[config.mk]
export PLATFORM = sky130hd
export DESIGN_NAME = kbd_event_scheduler
export DESIGN_NICKNAME = d
export VERILOG_FILES = /design/src/rtl/kbd_sched_pkg.sv /design/src/rtl/kbd_evt_fifo.sv /design/src/rtl/kbd_event_scheduler.sv
export SDC_FILE = /design/constraint.sdc
export NUM_CORES = 1
export LEC_CHECK = 0
export BUFFER_PORTS_ARGS = -buffer_cell sky130_fd_sc_hd__buf_4
export CAP_MARGIN = 5
export CORE_MARGIN = 1
export CORE_UTILIZATION = 65
export CTS_BUF_LIST = sky130_fd_sc_hd__clkbuf_8
export CTS_CLUSTER_SIZE = 40
export DETAILED_ROUTE_END_ITERATION = 8
export PLACE_DENSITY = 0.85
export SETUP_SLACK_MARGIN = 0.5
export SLEW_MARGIN = 10
export SYNTH_ARGS = -nofsm -noshare
export SYNTH_HDL_FRONTEND = slang
export SYNTH_SLANG_ARGS = --single-unit
export TNS_END_PERCENT = 50
[constraint.sdc]
create_clock -name clk -period 7.1 [get_ports clk]
set_input_delay 0.355 -clock clk [delete_from_list [all_inputs] [get_ports clk]]
set_output_delay 0.355 -clock clk [all_outputs]
set_load 0.1 [all_outputs]
[src/rtl/kbd_sched_pkg.sv]
// Shared constants for the keyboard event scheduler: scancode width, FSM state
// encoding and consumer indices.
package kbd_sched_pkg;

    localparam int unsigned SCAN_W = 8;

    localparam logic [0:0] ST_IDLE  = 1'b0;
    localparam logic [0:0] ST_SERVE = 1'b1;

    localparam logic CONS0 = 1'b0;
    localparam logic CONS1 = 1'b1;

endpackage

[src/rtl/kbd_evt_fifo.sv]
// Single-clock FIFO for release scancodes. A push into a full FIFO is accepted
// only when a pop happens at the same edge.
module kbd_evt_fifo #(
    parameter int unsigned DEPTH = 8,
    parameter int unsigned W     = 8
) (
    input  logic                     clk,
    input  logic                     reset,
    input  logic                     push,
    input  logic [W-1:0]             push_data,
    input  logic                     pop,
    output logic [W-1:0]             head,
    output logic [$clog2(DEPTH):0]   count,
    output logic                     full,
    output logic                     empty
);
    localparam int unsigned AW = $clog2(DEPTH);
    localparam logic [AW:0] FULL_CNT = DEPTH[AW:0];

    logic [W-1:0]  mem [DEPTH];
    logic [AW-1:0] wr_ptr;
    logic [AW-1:0] rd_ptr;
    logic          do_push;
    logic          do_pop;

    assign empty   = (count == '0);
    assign full    = (count == FULL_CNT);
    assign do_pop  = pop & ~empty;
    assign do_push = push & (~full | do_pop);
    assign head    = mem[rd_ptr];

    always_ff @(posedge clk or posedge reset) begin
        if (reset) begin
            wr_ptr <= '0;
            rd_ptr <= '0;
            count  <= '0;
        end else begin
            if (do_push)
                wr_ptr <= wr_ptr + 1'b1;
            if (do_pop)
                rd_ptr <= rd_ptr + 1'b1;
            case ({do_push, do_pop})
                2'b10:   count <= count + 1'b1;
                2'b01:   count <= count - 1'b1;
                default: count <= count;
            endcase
        end
    end

    always_ff @(posedge clk) begin
        if (do_push)
            mem[wr_ptr] <= push_data;
    end

endmodule

[src/rtl/kbd_event_scheduler.sv]
// Queues PS/2 release scancodes and hands each one to exactly one of two
// consumers, round-robin. Define KBD_SCHED_TIMEOUT_EN to expire stalled grants.
module kbd_event_scheduler
    import kbd_sched_pkg::*;
#(
    parameter int unsigned DEPTH   = 8,
    parameter int unsigned TIMEOUT = 50000,
    parameter int unsigned TW      = 16
) (
    input  logic                     clk,
    input  logic                     reset,
    input  logic [SCAN_W-1:0]        kbd_scancode,
    input  logic                     kbd_enable,
    input  logic                     c0_req,
    input  logic                     c1_req,
    input  logic                     c0_ack,
    input  logic                     c1_ack,
    output logic                     c0_valid,
    output logic                     c1_valid,
    output logic [SCAN_W-1:0]        evt_code,
    output logic [$clog2(DEPTH):0]   fifo_count,
    output logic                     overflow,
    output logic                     timeout_flag,
    input  logic                     flags_clr
);
    if (DEPTH < 2 || (DEPTH & (DEPTH - 1)) != 0 || TIMEOUT < 1 || TIMEOUT >= (64'd1 << TW)) begin : g_bad_cfg
        $error("kbd_event_scheduler: invalid DEPTH/TIMEOUT/TW");
    end

    logic [0:0]        state;
    logic              grant;
    logic              rr_last;
    logic [SCAN_W-1:0] head;
    logic              fifo_full;
    logic              fifo_empty;
    logic              granted_ack;
    logic              pop;
    logic              expire;

    assign granted_ack = (grant == CONS1) ? c1_ack : c0_ack;
    assign pop         = (state == ST_SERVE) & granted_ack;
    assign c0_valid    = (state == ST_SERVE) & (grant == CONS0);
    assign c1_valid    = (state == ST_SERVE) & (grant == CONS1);
    assign evt_code    = (state == ST_SERVE) ? head : '0;

    kbd_evt_fifo #(
        .DEPTH (DEPTH),
        .W     (SCAN_W)
    ) u_fifo (
        .clk       (clk),
        .reset     (reset),
        .push      (kbd_enable),
        .push_data (kbd_scancode),
        .pop       (pop),
        .head      (head),
        .count     (fifo_count),
        .full      (fifo_full),
        .empty     (fifo_empty)
    );

`ifdef KBD_SCHED_TIMEOUT_EN
    localparam logic [TW-1:0] TMR_LAST = TW'(TIMEOUT - 1);
    logic [TW-1:0] tmr;

    // An ack in the last allowed cycle wins over expiry.
    assign expire = (state == ST_SERVE) & ~granted_ack & (tmr == TMR_LAST);

    always_ff @(posedge clk or posedge reset) begin
        if (reset)
            tmr <= '0;
        else if (state == ST_SERVE)
            tmr <= tmr + 1'b1;
        else
            tmr <= '0;
    end

    always_ff @(posedge clk or posedge reset) begin
        if (reset)
            timeout_flag <= 1'b0;
        else if (expire)
            timeout_flag <= 1'b1;
        else if (flags_clr)
            timeout_flag <= 1'b0;
    end
`else
    assign expire       = 1'b0;
    assign timeout_flag = 1'b0;
`endif

    always_ff @(posedge clk or posedge reset) begin
        if (reset) begin
            state   <= ST_IDLE;
            grant   <= CONS0;
            rr_last <= CONS1;
        end else begin
            case (state)
                ST_IDLE: begin
                    if (!fifo_empty && (c0_req || c1_req)) begin
                        state <= ST_SERVE;
                        grant <= (c0_req && c1_req) ? ~rr_last : c1_req;
                    end
                end
                ST_SERVE: begin
                    // Expiry also records the holder so the other side gets the retry.
                    if (granted_ack || expire) begin
                        state   <= ST_IDLE;
                        rr_last <= grant;
                    end
                end
                default: state <= ST_IDLE;
            endcase
        end
    end

    always_ff @(posedge clk or posedge reset) begin
        if (reset)
            overflow <= 1'b0;
        else if (kbd_enable && fifo_full && !pop)
            overflow <= 1'b1;
        else if (flags_clr)
            overflow <= 1'b0;
    end

endmodule

After elaboration in Yosys (flattened, before gate mapping):

Memory sizes are Yosys's and may differ from the RTL's.
Index checks and enable logic that the tools add are counted.
Widths: inputs -> output; s select.

* register bits after elaboration: 14
* memory bits (writable): 64
* word-level logic and storage cells: 49
* memories kept: 1

Memory list
* u_fifo.mem: depth 8, bits a word 8, rd ports 1, clocked after Yosys merged registers in 0, write ports 1, RTL line kbd_evt_fifo.sv:20 `logic [W-1:0] mem [DEPTH];`

* add/sub/neg operators: 4
* eq/ne operators: 3
* multiplexer cells: 11
* bitwise gates (word level): 11
* reduce and logical (&&, ||, !) cells: 12

Operators by type and width (number)
* $mux 1: 8
* $mux 8: 1
* $pmux 4 s2: 1
* $add 3x1->3 const B: 2
* $and 1x1->1: 5
* $not 1->1: 5
* $add 4x1->4 const B: 1
* $eq 4x4->1 const B: 1
* $logic_and 1x1->1: 4
* $logic_not 4->1: 1
* $reduce_and 2->1: 2
* $reduce_bool 2->1: 2
* $sub 4x1->4 const B: 1
* $eq 2x1->1 const B: 1
* $eq 2x2->1 const B: 1
* $logic_not 1->1: 2
* $pmux 1 s2: 1
* $logic_or 1x1->1: 1
* $or 1x1->1: 1

Depth between registers and ports, before layout:

* word-level depth: 7
* gate-level depth with buffers: 10
* gate-level depth less buffers: 9

Modules after synthesis:

A second synthesis with hierarchy kept.

* cell total of the unflattened synthesis: 198
* area total of the unflattened synthesis: 3457.1 um2

Modules (own cells, without submodules)
* kbd_evt_fifo: times used 1, cells each 165, area an instance 3158.0 um2, seq. area each 2172.1 um2
* kbd_event_scheduler: times used 1, cells each 33, area an instance 299.0 um2, seq. area each 101.3 um2

Worst setup path before layout:

Ideal clock, no wire load.

* path kind: reg2reg
* from: register u_fifo.count[0]
* to: register u_fifo.count[3]
* setup time: 90 ps
* arrival time: 2842 ps
* slack: 4168 ps
* cell stages (with the launch flop): 9
* buffers on the path: 1
* clock period less this slack: 2932 ps
* cells stage by stage: dfrtp_1 > or4_4 > nand3_2 > inv_1 > ha_1 > buf_2 > or4b_1 > a21o_2 > o221ai_1

* longest elaborated chain between the ends: 7
* elaborated cells between the ends (all ways): 13
* classes of those cells: add/sub: 2; eq/ne: 3; mux: 1; bitwise: 5; reduce/logical: 2

Ends and longest elaborated chain
* from (decl): RTL line kbd_evt_fifo.sv:13 `output logic [$clog2(DEPTH):0] count,`
* from (signal assigned): RTL line kbd_evt_fifo.sv:43 `2'b10: count <= count + 1'b1;`
* from (signal assigned): RTL line kbd_evt_fifo.sv:44 `2'b01: count <= count - 1'b1;`
* from (signal assigned): RTL line kbd_evt_fifo.sv:45 `default: count <= count;`
* $logic_not 4->1 *: RTL line kbd_evt_fifo.sv:26 `assign empty = (count == '0);`
* $not 1->1 *: RTL line kbd_evt_fifo.sv:28 `assign do_pop = pop & ~empty;`
* $and 1x1->1 *: RTL line kbd_evt_fifo.sv:28
* net u_fifo.do_pop: RTL line kbd_evt_fifo.sv:24 `logic do_pop;`
* $or 1x1->1: RTL line kbd_evt_fifo.sv:29 `assign do_push = push & (~full | do_pop);`
* $and 1x1->1: RTL line kbd_evt_fifo.sv:29
* $eq 2x1->1 / $eq 2x2->1 (equally long branches): RTL line kbd_evt_fifo.sv:42 `case ({do_push, do_pop})`
* $pmux 4 s2 / $reduce_bool 2->1 (equally long branches)

The timed path passes the listed nets; every way through them passes the cells marked *.
A chain may end at the register's enable or synchronous reset.

Final worst setup path:

* from: register u_fifo.rd_ptr[0]
* to: output evt_code[7]

* longest elaborated chain between the ends: 2

Ends and longest elaborated chain
* from (decl): RTL line kbd_evt_fifo.sv:22 `logic [AW-1:0] rd_ptr;`
* from (signal assigned): RTL line kbd_evt_fifo.sv:41 `rd_ptr <= rd_ptr + 1'b1;`
* $mem_v2 8x8
* $mux 8: RTL line kbd_event_scheduler.sv:44 `assign evt_code = (state == ST_SERVE) ? head : '0;`
* to (decl): RTL line kbd_event_scheduler.sv:20 `output logic [SCAN_W-1:0] evt_code,`

Every way passes these cells.

==> impl_metrics.env <==
export IMPL_fin_crit_ns=2.92
export IMPL_grt_pass1_vias=1863
export IMPL_port_buffers=30
export IMPL_crit_start="u_fifo.rd_ptr[0]"
export IMPL_outcome="finished, final reports clean"
export IMPL_chipHeight_um=73.9
export IMPL_grt_start_max_net_pins=19
export IMPL_cp_slowest_cell="sky130_fd_sc_hd__dfrtp_1"
export IMPL_path_clk_slew_ns=0.08
export IMPL_placeableCoreArea_um2=4850
export IMPL_ant_nets=0
export IMPL_setup_worst_path_end="evt_code[7]"
export IMPL_post_route_cells_drive_above_1_share_pct=31.4
export IMPL_htree_levels=3
export IMPL_worst_r2r_path_depth=7
export IMPL_tritoncts_num_sinks=78
export IMPL_insertedDiodeCount=0
export IMPL_max_slew_worst_pin_slew_ns=1.05
export IMPL_worstPathMaxFanout=18
export IMPL_area_delta_synth_final_pct=14.8
export IMPL_fmax_mhz=343
export IMPL_critical_path_endpoint_type="output port"
export IMPL_initial_core_util_pct=69.4
export IMPL_drt_pass1_iterations=4
export IMPL_cts_post_setup_buffers_inserted=0
export IMPL_register_area_um2=2270
export IMPL_synth_cell_area_um2=3360
export IMPL_ioPinCount=32
export IMPL_synthesis_nets=208
export IMPL_multi_input_comb_area_um2=983
export IMPL_cts_inserted_buffers=9
export IMPL_gpl_final_weighted_congestion=0.751
export IMPL_yosys_cell_types_count=47
export IMPL_setup_slack_ns=4.18
export IMPL_clock_skew_ns=0.00919
export IMPL_grt_first_pass_wirelength_um=9670
export IMPL_critical_path_arrival_ns=2.56
export IMPL_critical_path_max_stage_delay_ns=1.04
export IMPL_synth_sequential_area_ratio_pct=67.6
export IMPL_detailedRoute_firstIterationViolations=128
export IMPL_startpoint_type="flop"
export IMPL_cts_max_path_buffers=2
export IMPL_wl_per_cell_um=21.3
export IMPL_rr_endpoint="u_fifo.count[3]"
export IMPL_timing_setup_critical_path_class="reg2out"
export IMPL_cp_required_ns=6.74
export IMPL_holdCritPathClass="in2async"
export IMPL_cts_hold_fix_buffers=0
export IMPL_cts_resized=0
export IMPL_final_layout_fill_cell_count=256
export IMPL_synthCells=187
export IMPL_maxCapViolCount=0
export IMPL_yosys_most_used_dff="sky130_fd_sc_hd__edfxtp_1"
export IMPL_internal_reg_to_reg_setup_slack_ns=4.45
export IMPL_route_detailed_drc=0
export IMPL_asyncSetResetFlopFracSynth_pct=17.9
export IMPL_timing_hold_violations_final=0
export IMPL_worst_r2r_startpoint="u_fifo.count[0]"
export IMPL_setup_repair_after_global_routing_missed_its_margin="false"
export IMPL_grt_usage_pct=26.5
export IMPL_slew_viol_final=0
export IMPL_setup_viol=0
export IMPL_clock_tree_root_cell="sky130_fd_sc_hd__clkbuf_8"
export IMPL_relSlewSlack_pct=29.9
export IMPL_crit_path_cell_trace="mux4_1, a22o_1, buf_4"
export IMPL_fp_dieArea_um2=5470
export IMPL_average_size_of_a_mapped_cell_um2=18.0
export IMPL_routed_wirelength_um=6300
export IMPL_finalSetupTns_ns=0
export IMPL_tritoncts="yes"
export IMPL_routed_via_count=1841
export IMPL_final_min_period_over_clock_period_pct=41.1
export IMPL_std_cell_rows=25
export IMPL_num_nets_final=245
export IMPL_synth_enable_flop_cells=64
export IMPL_tightest_hold_margin_ns=0.0596
export IMPL_route_detailed_vias_per_inst=6.22
export IMPL_detailed_place_hpwl_um=4240
export IMPL_worst_skew_pair_late_latency_ns=0.35
export IMPL_globalRoute_totalOverflow=0
export IMPL_antenna_found_initial=0
export IMPL_dp_slack_ns=4.49
export IMPL_postSynthRegisterBits=78
export IMPL_yosys_warnings=0
export IMPL_die_w_um=73.9
layout by cell type (no fill, tap or decap), types with 3 or more instances in the layout:
cell / count
sky130_fd_sc_hd__a22o_1: 10
sky130_fd_sc_hd__buf_4: 37
sky130_fd_sc_hd__clkbuf_8: 9
sky130_fd_sc_hd__dfrtp_1: 13
sky130_fd_sc_hd__edfxtp_1: 64
sky130_fd_sc_hd__ha_1: 5
sky130_fd_sc_hd__inv_1: 8
sky130_fd_sc_hd__mux2_2: 3
sky130_fd_sc_hd__mux4_1: 7
sky130_fd_sc_hd__mux4_2: 9
sky130_fd_sc_hd__nand2_1: 4
sky130_fd_sc_hd__nand3b_1: 3
sky130_fd_sc_hd__nor2_1: 3
sky130_fd_sc_hd__nor3_1: 4
sky130_fd_sc_hd__nor3b_1: 3
sky130_fd_sc_hd__xnor2_1: 4
sky130_fd_sc_hd__xor2_1: 3
worst min path at each step:
stage,startpoint,slack (ns),cells after the start,endpoint
finish,reset,0.06,2,u_fifo.rd_ptr[0]
global route,reset,0.10,2,u_fifo.rd_ptr[0]
CTS,reset,0.07,2,u_fifo.wr_ptr[0]
detailed placement,reset,0.44,2,u_fifo.rd_ptr[2]
global placement,reset,0.42,2,grant
floorplan,reset,0.24,1,grant
Yosys cell counts, types with 2 or more instances:
| cell | instances | area, um^2 |
|---|---|---|
| sky130_fd_sc_hd__edfxtp_1 | 64 | 1920 |
| sky130_fd_sc_hd__dfrtp_1 | 13 | 325 |
| sky130_fd_sc_hd__a22o_1 | 10 | 87.6 |
| sky130_fd_sc_hd__mux4_2 | 9 | 203 |
| sky130_fd_sc_hd__inv_1 | 8 | 30.0 |
| sky130_fd_sc_hd__mux4_1 | 7 | 184 |
| sky130_fd_sc_hd__buf_2 | 5 | 25.0 |
| sky130_fd_sc_hd__ha_1 | 5 | 62.6 |
| sky130_fd_sc_hd__nand2_1 | 4 | 15.0 |
| sky130_fd_sc_hd__nor3_1 | 4 | 20.0 |
| sky130_fd_sc_hd__nor3b_1 | 4 | 30.0 |
| sky130_fd_sc_hd__xnor2_1 | 4 | 35.0 |
| sky130_fd_sc_hd__mux2_2 | 3 | 33.8 |
| sky130_fd_sc_hd__nand3b_1 | 3 | 22.5 |
| sky130_fd_sc_hd__nor2_1 | 3 | 11.3 |
| sky130_fd_sc_hd__xor2_1 | 3 | 26.3 |
| sky130_fd_sc_hd__and2_1 | 2 | 12.5 |
| sky130_fd_sc_hd__buf_1 | 2 | 7.51 |
| sky130_fd_sc_hd__buf_6 | 2 | 22.5 |
| sky130_fd_sc_hd__mux2i_1 | 2 | 20.0 |
| sky130_fd_sc_hd__nand3_1 | 2 | 10.0 |
| sky130_fd_sc_hd__o21ai_0 | 2 | 10.0 |
| sky130_fd_sc_hd__o22ai_1 | 2 | 12.5 |
cell type report:
cell class,count,area share (%)
Clock inverter,7,2.30
Sequential cell,78,58.9
Tap cell,67,2.17
Multi-Input combinational cell,90,25.5
Inverter,8,0.778
Timing Repair Buffer,37,7.19
Clock buffer,9,3.21
flip-flops by register name (all words and copies together), names as in the netlist:
| signal | count |
|---|---|
| grant | 1 |
| u_fifo.wr_ptr | 3 |
| u_fifo.rd_ptr | 3 |
| u_fifo.mem | 64 |
| rr_last | 1 |
| state | 1 |
| u_fifo.count | 4 |
| overflow | 1 |
per-layer routing:
layer	vias to the layer above	part of all wire [%]	GRT usage [%]	wire length, um
li1	823	-	-	-
met1	930	41	32.3	2550
met2	75	51	44.5	3210
met3	13	6.4	9.49	401
met4	0	2.1	8.55	133
met5	-	0	0	0
kinds of logic (layout without fill, tap and decap cells):
family	after synthesis	in the layout	synth area share (%)
AOI/OAI and AO/OA	23	23	5.65
xor gates and xnor gates	7	7	1.82
adders and majority gates	5	5	1.86
buffers and inverters	19	61	3.35
DFF	78	78	67.6
muxes	22	22	13.4
other	1	1	0.111
and+or+nand+nor	32	32	6.21
worst max-delay path: cells and delay by family (launching register included):
| kind | cells | cell delay, ns |
|---|---|---|
| multiplexers | 1 | 0.67 |
| buffers and inverters | 1 | 0.23 |
| AO/OA/AOI/OAI | 1 | 0.25 |
| flip-flops | 1 | 1.04 |
stage by stage:
| step | util (%) | area (um^2) | cells |
|---|---|---|---|
| final | 79.6 | 3860 | 296 |
| after floorplan | - | 3360 | 187 |
| after CTS | 79.6 | 3860 | 296 |
| after global routing | 79.6 | 3860 | 296 |
| after global placement | 75.3 | 3650 | 280 |
| after detailed placement | 75.3 | 3650 | 280 |
Power is not shown: default switching activity piles up to over one toggle a cycle in this logic, so the estimate is an artifact.
